==> config.mk <==
export PLATFORM = sky130hd
export DESIGN_NAME = uart_tx_scheduler_flat
export DESIGN_NICKNAME = d
export VERILOG_FILES = /design/src/rtl/uart_tx_scheduler_if.sv /design/src/rtl/uart_tx_scheduler.sv /design/src/flat_wrapper.sv
export SDC_FILE = /design/constraint.sdc
export NUM_CORES = 1
export LEC_CHECK = 0
export ABC_CLOCK_PERIOD_IN_PS = 2200
export BUFFER_PORTS_ARGS = -buffer_cell sky130_fd_sc_hd__buf_2
export CAP_MARGIN = 20
export CORE_MARGIN = 1.5
export CORE_UTILIZATION = 49
export CTS_CLUSTER_DIAMETER = 50
export DETAILED_ROUTE_END_ITERATION = 8
export MAX_ROUTING_LAYER = met4
export PLACE_DENSITY = 0.72
export SYNTH_ARGS = -nofsm -noshare
export SYNTH_HDL_FRONTEND = slang
export SYNTH_SLANG_ARGS = --single-unit
==> constraint.sdc <==
create_clock -name clk_50m -period 2.2 [get_ports clk_50m]
set_clock_uncertainty 0.2 [all_clocks]
set_input_delay 0.11 -clock clk_50m [delete_from_list [all_inputs] [get_ports clk_50m]]
set_output_delay 0.11 -clock clk_50m [all_outputs]
set_load 0.05 [all_outputs]
==> src/rtl/uart_tx_scheduler_if.sv <==
// Request bundle between byte producers and the UART TX scheduler.
// One valid/ready pair and one byte lane per channel.
interface uart_tx_scheduler_if #(
    parameter int NUM_CH = 4
);
    logic [NUM_CH-1:0]   req_valid;
    logic [8*NUM_CH-1:0] req_data;
    logic [NUM_CH-1:0]   req_ready;

    modport master (
        output req_valid,
        output req_data,
        input  req_ready
    );

    modport slave (
        input  req_valid,
        input  req_data,
        output req_ready
    );
endinterface

==> src/rtl/uart_tx_scheduler.sv <==
// Round-robin scheduler sharing one 8N1 UART TX line between channels.
// Bit timing is a clock-enable counter on clk_50m; tx is registered.
module uart_tx_scheduler #(
    parameter int CLK_FREQ = 50000000,
    parameter int BAUD     = 9600,
    parameter int NUM_CH   = 4,
    parameter int BAUD_DIV = CLK_FREQ / BAUD
) (
    input  logic                      clk_50m,
    input  logic                      rst_n,
    uart_tx_scheduler_if.slave        req,
    output logic                      tx,
    output logic                      busy,
    output logic [$clog2(NUM_CH)-1:0] grant_id,
    output logic                      frame_done
);
    localparam int IDW = $clog2(NUM_CH);
    localparam int CW  = $clog2(BAUD_DIV);

    typedef enum logic [1:0] {
        S_IDLE,
        S_START,
        S_DATA,
        S_STOP
    } state_t;

    state_t          state_q, state_d;
    logic [CW-1:0]   cnt_q, cnt_d;
    logic [2:0]      idx_q, idx_d;
    logic [7:0]      byte_q, byte_d;
    logic [IDW-1:0]  ptr_q, ptr_d;
    logic [IDW-1:0]  grant_q, grant_d;
    logic            busy_q, busy_d;
    logic            tx_q, tx_d;

    logic            win_found;
    logic [IDW-1:0]  win_id;
    logic            bit_end;
    logic [NUM_CH-1:0] ready_c;

    // Round-robin search starting at ptr; first valid channel wins.
    always_comb begin
        int j;
        win_found = 1'b0;
        win_id    = '0;
        j         = 0;
        for (int k = 0; k < NUM_CH; k++) begin
            j = int'(ptr_q) + k;
            if (j >= NUM_CH) begin
                j = j - NUM_CH;
            end
            if (!win_found && req.req_valid[j]) begin
                win_found = 1'b1;
                win_id    = IDW'(j);
            end
        end
    end

    assign bit_end = (cnt_q == CW'(BAUD_DIV - 1));

    // Frame sequencing, bit timing and accept strobe generation.
    always_comb begin
        state_d    = state_q;
        cnt_d      = cnt_q;
        idx_d      = idx_q;
        byte_d     = byte_q;
        ptr_d      = ptr_q;
        grant_d    = grant_q;
        busy_d     = busy_q;
        tx_d       = tx_q;
        ready_c    = '0;
        frame_done = 1'b0;
        unique case (state_q)
            S_IDLE: begin
                tx_d = 1'b1;
                if (win_found && rst_n) begin
                    ready_c = NUM_CH'(1) << win_id;
                    byte_d  = req.req_data[8*int'(win_id) +: 8];
                    grant_d = win_id;
                    ptr_d   = (win_id == IDW'(NUM_CH - 1)) ? '0 : win_id + 1'b1;
                    busy_d  = 1'b1;
                    tx_d    = 1'b0;
                    cnt_d   = '0;
                    state_d = S_START;
                end
            end
            S_START: begin
                if (bit_end) begin
                    cnt_d   = '0;
                    idx_d   = 3'd0;
                    tx_d    = byte_q[0];
                    state_d = S_DATA;
                end else begin
                    cnt_d = cnt_q + 1'b1;
                end
            end
            S_DATA: begin
                if (bit_end) begin
                    cnt_d = '0;
                    if (idx_q == 3'd7) begin
                        tx_d    = 1'b1;
                        state_d = S_STOP;
                    end else begin
                        idx_d = idx_q + 3'd1;
                        tx_d  = byte_q[idx_q + 3'd1];
                    end
                end else begin
                    cnt_d = cnt_q + 1'b1;
                end
            end
            S_STOP: begin
                if (bit_end) begin
                    frame_done = 1'b1;
                    busy_d     = 1'b0;
                    cnt_d      = '0;
                    state_d    = S_IDLE;
                end else begin
                    cnt_d = cnt_q + 1'b1;
                end
            end
            default: begin
                state_d = S_IDLE;
            end
        endcase
    end

    // State register; reset forces the line idle immediately.
    always_ff @(posedge clk_50m or negedge rst_n) begin
        if (!rst_n) begin
            state_q <= S_IDLE;
            cnt_q   <= '0;
            idx_q   <= 3'd0;
            byte_q  <= 8'h00;
            ptr_q   <= '0;
            grant_q <= '0;
            busy_q  <= 1'b0;
            tx_q    <= 1'b1;
        end else begin
            state_q <= state_d;
            cnt_q   <= cnt_d;
            idx_q   <= idx_d;
            byte_q  <= byte_d;
            ptr_q   <= ptr_d;
            grant_q <= grant_d;
            busy_q  <= busy_d;
            tx_q    <= tx_d;
        end
    end

    assign req.req_ready = ready_c;
    assign tx            = tx_q;
    assign busy          = busy_q;
    assign grant_id      = grant_q;
endmodule

==> src/flat_wrapper.sv <==
// flat-port wrapper written by rule: the top's interface ports become plain ports
module uart_tx_scheduler_flat 
#(
    parameter int CLK_FREQ = 50000000,
    parameter int BAUD     = 9600,
    parameter int NUM_CH   = 4,
    parameter int BAUD_DIV = CLK_FREQ / BAUD
)
  (clk_50m, rst_n, tx, busy, grant_id, frame_done, req_req_valid, req_req_data, req_req_ready);
  uart_tx_scheduler_if #(.NUM_CH(NUM_CH)) req_i ();
  input  logic clk_50m;
  input  logic rst_n;
  output logic tx;
  output logic busy;
  output logic [$clog2(NUM_CH)-1:0] grant_id;
  output logic frame_done;
  input wire logic [$bits(req_i.req_valid)-1:0] req_req_valid;
  input wire logic [$bits(req_i.req_data)-1:0] req_req_data;
  output wire logic [$bits(req_i.req_ready)-1:0] req_req_ready;
  assign req_i.req_valid = req_req_valid;
  assign req_i.req_data = req_req_data;
  assign req_req_ready = req_i.req_ready;
  uart_tx_scheduler #(.CLK_FREQ(CLK_FREQ), .BAUD(BAUD), .NUM_CH(NUM_CH), .BAUD_DIV(BAUD_DIV)) u_core (.clk_50m(clk_50m), .rst_n(rst_n), .req(req_i), .tx(tx), .busy(busy), .grant_id(grant_id), .frame_done(frame_done));
endmodule
# Word-level counts from Yosys, hierarchy flattened
# Index checks and enable logic that the tools add are counted.
[word_totals] regBits=32 out_inout_bits=9 inputBits=38
[classes] shift=2 n_reduce_logical=17 n_eq_ne=12 muxes=52 add_sub_neg=10 magnitude_cmp=9
[ops] op="$lt A32 B4 Y1 const B" n=4
[ops] op="$mux W32" n=4
[ops] op="$ge A32 B4 Y1 const B" n=3
[ops] op="$sub A32 B4 Y32 const B" n=3
[ops] op="$shiftx A32 B6 Y8" n=1
[ops] op="$mux W13" n=2
[ops] op="$pmux W13 S2" n=1
[ops] op="$mux W1" n=21
[ops] op="$mux W2" n=10
[ops] op="$add A13 B1 Y13 const B" n=1
[ops] op="$eq A13 B13 Y1 const B" n=1
[ops] op="$ne A2 B1 Y1 const B" n=5
[ops] op="$mux W3" n=3
[ops] op="$bmux W1 S2" n=4
[ops] op="$mux W4" n=2
[ops] op="$pmux W2 S4" n=1
[ops] op="$add A2 B2 Y3 const B" n=2
[ops] op="$eq A2 B2 Y1 const B" n=3
[ops] op="$pmux W3 S2" n=1
[ops] op="$reduce_and A3 Y1" n=2
[ops] op="$reduce_and A5 Y1" n=1
[ops] op="$logic_and A1 B1 Y1" n=4
[ops] op="$lt A3 B4 Y1 const B" n=1
[ops] op="$reduce_and A4 Y1" n=1
[ops] op="other kinds (18)" n=21

# Depth between registers and ports, before layout
[depth] depth_word=18 ltp_mapped=7 ltp_nobuf=7

# Worst setup path before layout
# No wires, ideal clock.
[synth_timing] path_type="reg-to-reg" start="register u_core.cnt_q[5]" end="register u_core.state_q[1]" stages_incl_launch_ff=6 path_slack_ps=64 t_arrival_ps=1808 required_time_ps=1872 path_buffers=0 cell_sequence="dfrtp_1 or4b_4 nor3_1 a2bb2oi_1 nor2_2 mux2_1"
[synth_via] elab_chain_cells=3
[synth_rtl] element="from (decl)" line_no="uart_tx_scheduler.sv:28" source="logic [CW-1:0] cnt_q, cnt_d;"
[synth_rtl] element="from (signal assigned)" line_no="uart_tx_scheduler.sv:140" source="cnt_q <= cnt_d;"
[synth_rtl] element="$eq A13 B13 Y1 (*)" line_no="uart_tx_scheduler.sv:59" source="assign bit_end = (cnt_q == CW'(BAUD_DIV - 1));"
[synth_rtl] element="$ne A2 B1 Y1 (no line)"
[synth_rtl] element="$reduce_and A5 Y1 (no line) (*)"
[synth_rtl] element="to (signal assigned)" line_no="uart_tx_scheduler.sv:139" source="state_q <= state_d;"
[synth_rtl] element="to (decl)" line_no="uart_tx_scheduler.sv:27" source="state_t state_q, state_d;"
# Every way passes the cells marked *; elsewhere a longest branch is shown, timed or not.
# A chain may end at the register's enable or synchronous reset.

# Worst setup path in the final report
[layout_timing] start="register u_core.cnt_q[11]" end="output frame_done"
[layout_via] elab_chain_cells=3
[layout_rtl] element="$eq A13 B13 Y1" line_no="uart_tx_scheduler.sv:59"
[layout_rtl] element="$mux W1" line_no="uart_tx_scheduler.sv:112" source="if (bit_end) begin"
[layout_rtl] element="$mux W1" line_no="uart_tx_scheduler.sv:73" source="unique case (state_q)"
[layout_rtl] element="to (decl)" line_no="flat_wrapper.sv:16" source="output logic frame_done;"
# No other way between the ends.

==> impl_metrics.yaml <==
synthesis:
  synthesis.yosys.warnings: 0
  synth_top_area_share_pct: 35.76
  synth_ff_type: "dfrtp_1"
  synth_common_cells: "31 x dfrtp_1, 21 x nand2_1, 18 x nor2_1"
  synthMostInstantiatedCell: "dfrtp_1"
  yosys-top-cells-area: "dfrtp_1 36%, ha_1 6.9%, mux2i_1 5.5%"
  synth-async-reset-ratio_pct: 100.0
  synth_area_um2: 2170
  number_of_flops_mapped_to_enable_cells_by_yosys: 0
  synth.avg_cell_area_um2: 9.558
  synth-seq-cells: 32
  netlist-cell-type-count: 50
  synth.yosys.seq_area_share_pct: 36.97
  synth_area_leader_cell: "dfrtp_1"
  postSynthCellCount: 227
  postSynthNetCount: 277
layout:
  layout.cells.non_filler: 371
  postLayoutCoreUtil_pct: 70.40
  antennaDiodeCount: 0
  drive_gt1_share_pct: 36.36
  flow.area_growth_from_synthesis_pct: 39.33
  fin_nets: 368
  stdcell_area_um2: 3023
detailed_routing:
  drt-initial-drc-count: 141
  total_via_count_after_detailed_routing: 2045
  drt_wl_total_mm: 5.731
  drt-pass1-iter-count: 4
  antenna_left: 0
  avgRoutedWirePerCell_um: 15.45
  avg_vias_per_cell: 5.512
  post-route-drc-count: 0
grt:
  global_route_usage_over_all_layers_pct: 25.97
  grt_pass1_wl_mm: 9.632
  grt_start_max_net_pins: 33
  number_of_global_route_vias_before_repair: 2115
  gr-usage-met3_pct: 6.105
  busiest_metal_layer_after_global_routing: "met2"
  met2_usage_pct: 40.38
  globalRouteMet1Util_pct: 32.83
  grt_overflow: 0
  antenna_found_initial: 0
worst_setup_path:
  crit_path_start_kind: "flip-flop"
  worstSetupPathType: "reg -> out"
  critical-path-max-stage-delay_ns: 0.53
  timing.reg2reg.worst_path_depth: 6
  critPathBufInv: 2
  cpMaxStageDelayCell: "or4b_4"
  critical_path.top_delay_family: "simple AND/OR/NAND/NOR gates"
  worst-endpoint-required_ns: 1.89
  cp_max_fo: 3
  cp_data_arrival_time_ns: 1.89
  cp_endpoint_kind: "primary output"
  crit_cells: 5
  crit_path_cell_trace: "or4b_4, nor3_4, buf_4, and2_4, buf_8"
pwr:
  clock_power_share_pct: 40.9
  irDropWorstVdd_mv: 0.2566
  total_leakage_power_nw: 1.408
  power_report.internal_total_w: 0.001042
  net-switching-power_w: 0.0003473
  seq_power_share_pct: 43.6
  power_dens_cells_nw_per_um2: 459.5
  power_frac_comb_pct: 15.5
  netSwitchingFraction_pct: 25.01
job:
  max-cap-violations: 0
placed_design:
  routabilityCongestion: 0.8652
  place.detailed.instances: 340
  io_buffer_count: 46
  post-dp-hpwl_mm: 3.817
  preCtsSetupSlack_ns: 0.01445
  dpl_cell_area_um2: 2581
sta:
  finalCriticalPeriod_ns: 2.196
  tightestPinTransition_ns: 0.5608
  worst_case_hold_slack_ns: 0.01908
  number_of_slew_limit_violations_in_the_final_report: 0
  worst_slew_slack_as_a_fraction_of_its_limit_pct: 62.52
  rsz_0062_raised_after_global_routing: "true"
  setup_viol: 0
  achievable-frequency_mhz: 455.4
  finalHoldViolCount: 0
  setup_slack_of_the_critical_path_after_layout_ns: 0.004077
  post-route-period-util_pct: 99.81
die:
  dieArea_um2: 4836
  start_util_pct: 50.52
  dieWidth_um: 69.54
  die_height_um: 69.54
  io_pins: 47
  design.core.area_um2: 4294
  core.rowCount: 24
clock_tree:
  cts_sinks: 32
  cts-root-buf: "clkbuf_8"
  tritoncts: "done"
  tritoncts.num_buffers: 5
  ctsLongestPathBuffers: 2
  worstSkewPairLatency_ns: 0.29
  clk_pin_slew_ns: 0.07
  clock_tree.htree_level_count: 2
worst_hold_path:
  type_of_the_worst_min_delay_path: "in -> reg"
  timing.hold.worst_path_depth: 3
status:
  status: "completed"
worst paths after layout:
| check | start | endpoint | slack, ns |
|---|---|---|---|
| max | u_core.cnt_q[11] | frame_done | 0.004 |
| min | req_req_data[7] | u_core.byte_q[7] | 0.02 |
| max reg2reg | u_core.ptr_q[1] | u_core.byte_q[1] | 0.07 |
| min reg2reg | u_core.grant_id[1] | u_core.grant_id[1] | 0.29 |
| max in group asynchronous | rst_n | u_core.tx | 1.27 |
| min in group asynchronous | rst_n | u_core.cnt_q[4] | 0.20 |
stage by stage:
| step | total power, W | setup TNS, ns |
|---|---|---|
| 5_1_grt | 0.001453 | -0.2747 |
| 3_3_place_gp | 0.0007905 | 0 |
| 2_1_floorplan | 0.0007067 | 0 |
| 6_report | 0.001389 | 0 |
| 4_1_cts | 0.001390 | -0.02362 |
| 3_5_place_dp | 0.0007932 | 0 |
power groups by stage:
stage	clock (W)	sequential [W]	combinational (W)
floorplan	0	0.000616	0.0000904
global placement	0	0.000617	0.000174
detailed placement	0	0.000616	0.000177
CTS	0.000579	0.000605	0.000207
global route	0.000609	0.000606	0.000237
finish	0.000568	0.000605	0.000215
cell type report:
cell class	instances	area, um2
inverters	8	30.03
multi-input cells	179	1348
well taps	52	65.06
fillers	333	1271
clock inverters	3	42.54
clock buffers	5	68.82
repair buffers	92	664.4
flip-flops and latches	32	804.5
worst register-to-register path, stage by stage, from the launching register on:
cell	delay [ns]
dfrtp_2	0.40
mux2i_1	0.24
o22ai_1	0.13
nor2_1	0.20
inv_2	0.12
a2111oi_1	0.60
a211oi_1	0.11
logic make-up (layout without fill, tap and decap cells):
family,after synthesis,in the layout,synth area share [%]
xor+xnor,7,7,2.826
fa+ha+maj,12,12,6.920
mux,16,16,8.304
simple gates,87,87,21.16
compound gates,57,57,19.84
buf+inv,16,108,3.979
flops,32,32,36.97
per-layer routing:
| metal | wire (um) | vias to the layer above |
|---|---|---|
| met5 | 0 | - |
| met1 | 2476 | 948 |
| met3 | 320 | 12 |
| met4 | 104 | 0 |
| li1 | - | 1012 |
| met2 | 2829 | 73 |
cells in the final DEF (no fill, tap or decap), types with 3 or more instances in the layout:
master,instances
xor2_1,4
a211oi_1,4
o21ai_0,12
inv_1,6
a2111oi_1,3
buf_4,28
nand2b_1,4
o211ai_1,4
dlygate4sd3_1,17
nand4_1,3
buf_8,3
xnor2_1,3
nor2_1,17
and2_1,3
and3_1,5
buf_2,41
a211o_1,4
dfrtp_1,29
clkbuf_8,5
nand3_1,9
a22o_1,6
nor2_2,3
ha_1,9
o31ai_1,6
mux2i_1,12
nand2_1,20
nor3_1,4
and2_4,4
buf_6,3
a21oi_1,3
registers in the layout, indices dropped and copies added (netlist names):
name             cells
u_core.tx            1
u_core.cnt_q        13
u_core.busy          1
u_core.byte_q        8
u_core.grant_id      2
u_core.idx_q         3
u_core.state_q       2
u_core.ptr_q         2
timing repair:
| item | CTS | global route |
|---|---|---|
| gates cloned | 0 | 0 |
| hold endpoints to repair | 40 | 0 |
| setup buffers | 3 | 3 |
| endpoints found under the setup margin | 6 | 13 |
| pin swaps | 2 | 8 |
| hold buffers | 17 | 0 |
| gates resized for setup | 12 | 26 |
Note: power is estimated with default switching activity, not from simulation.
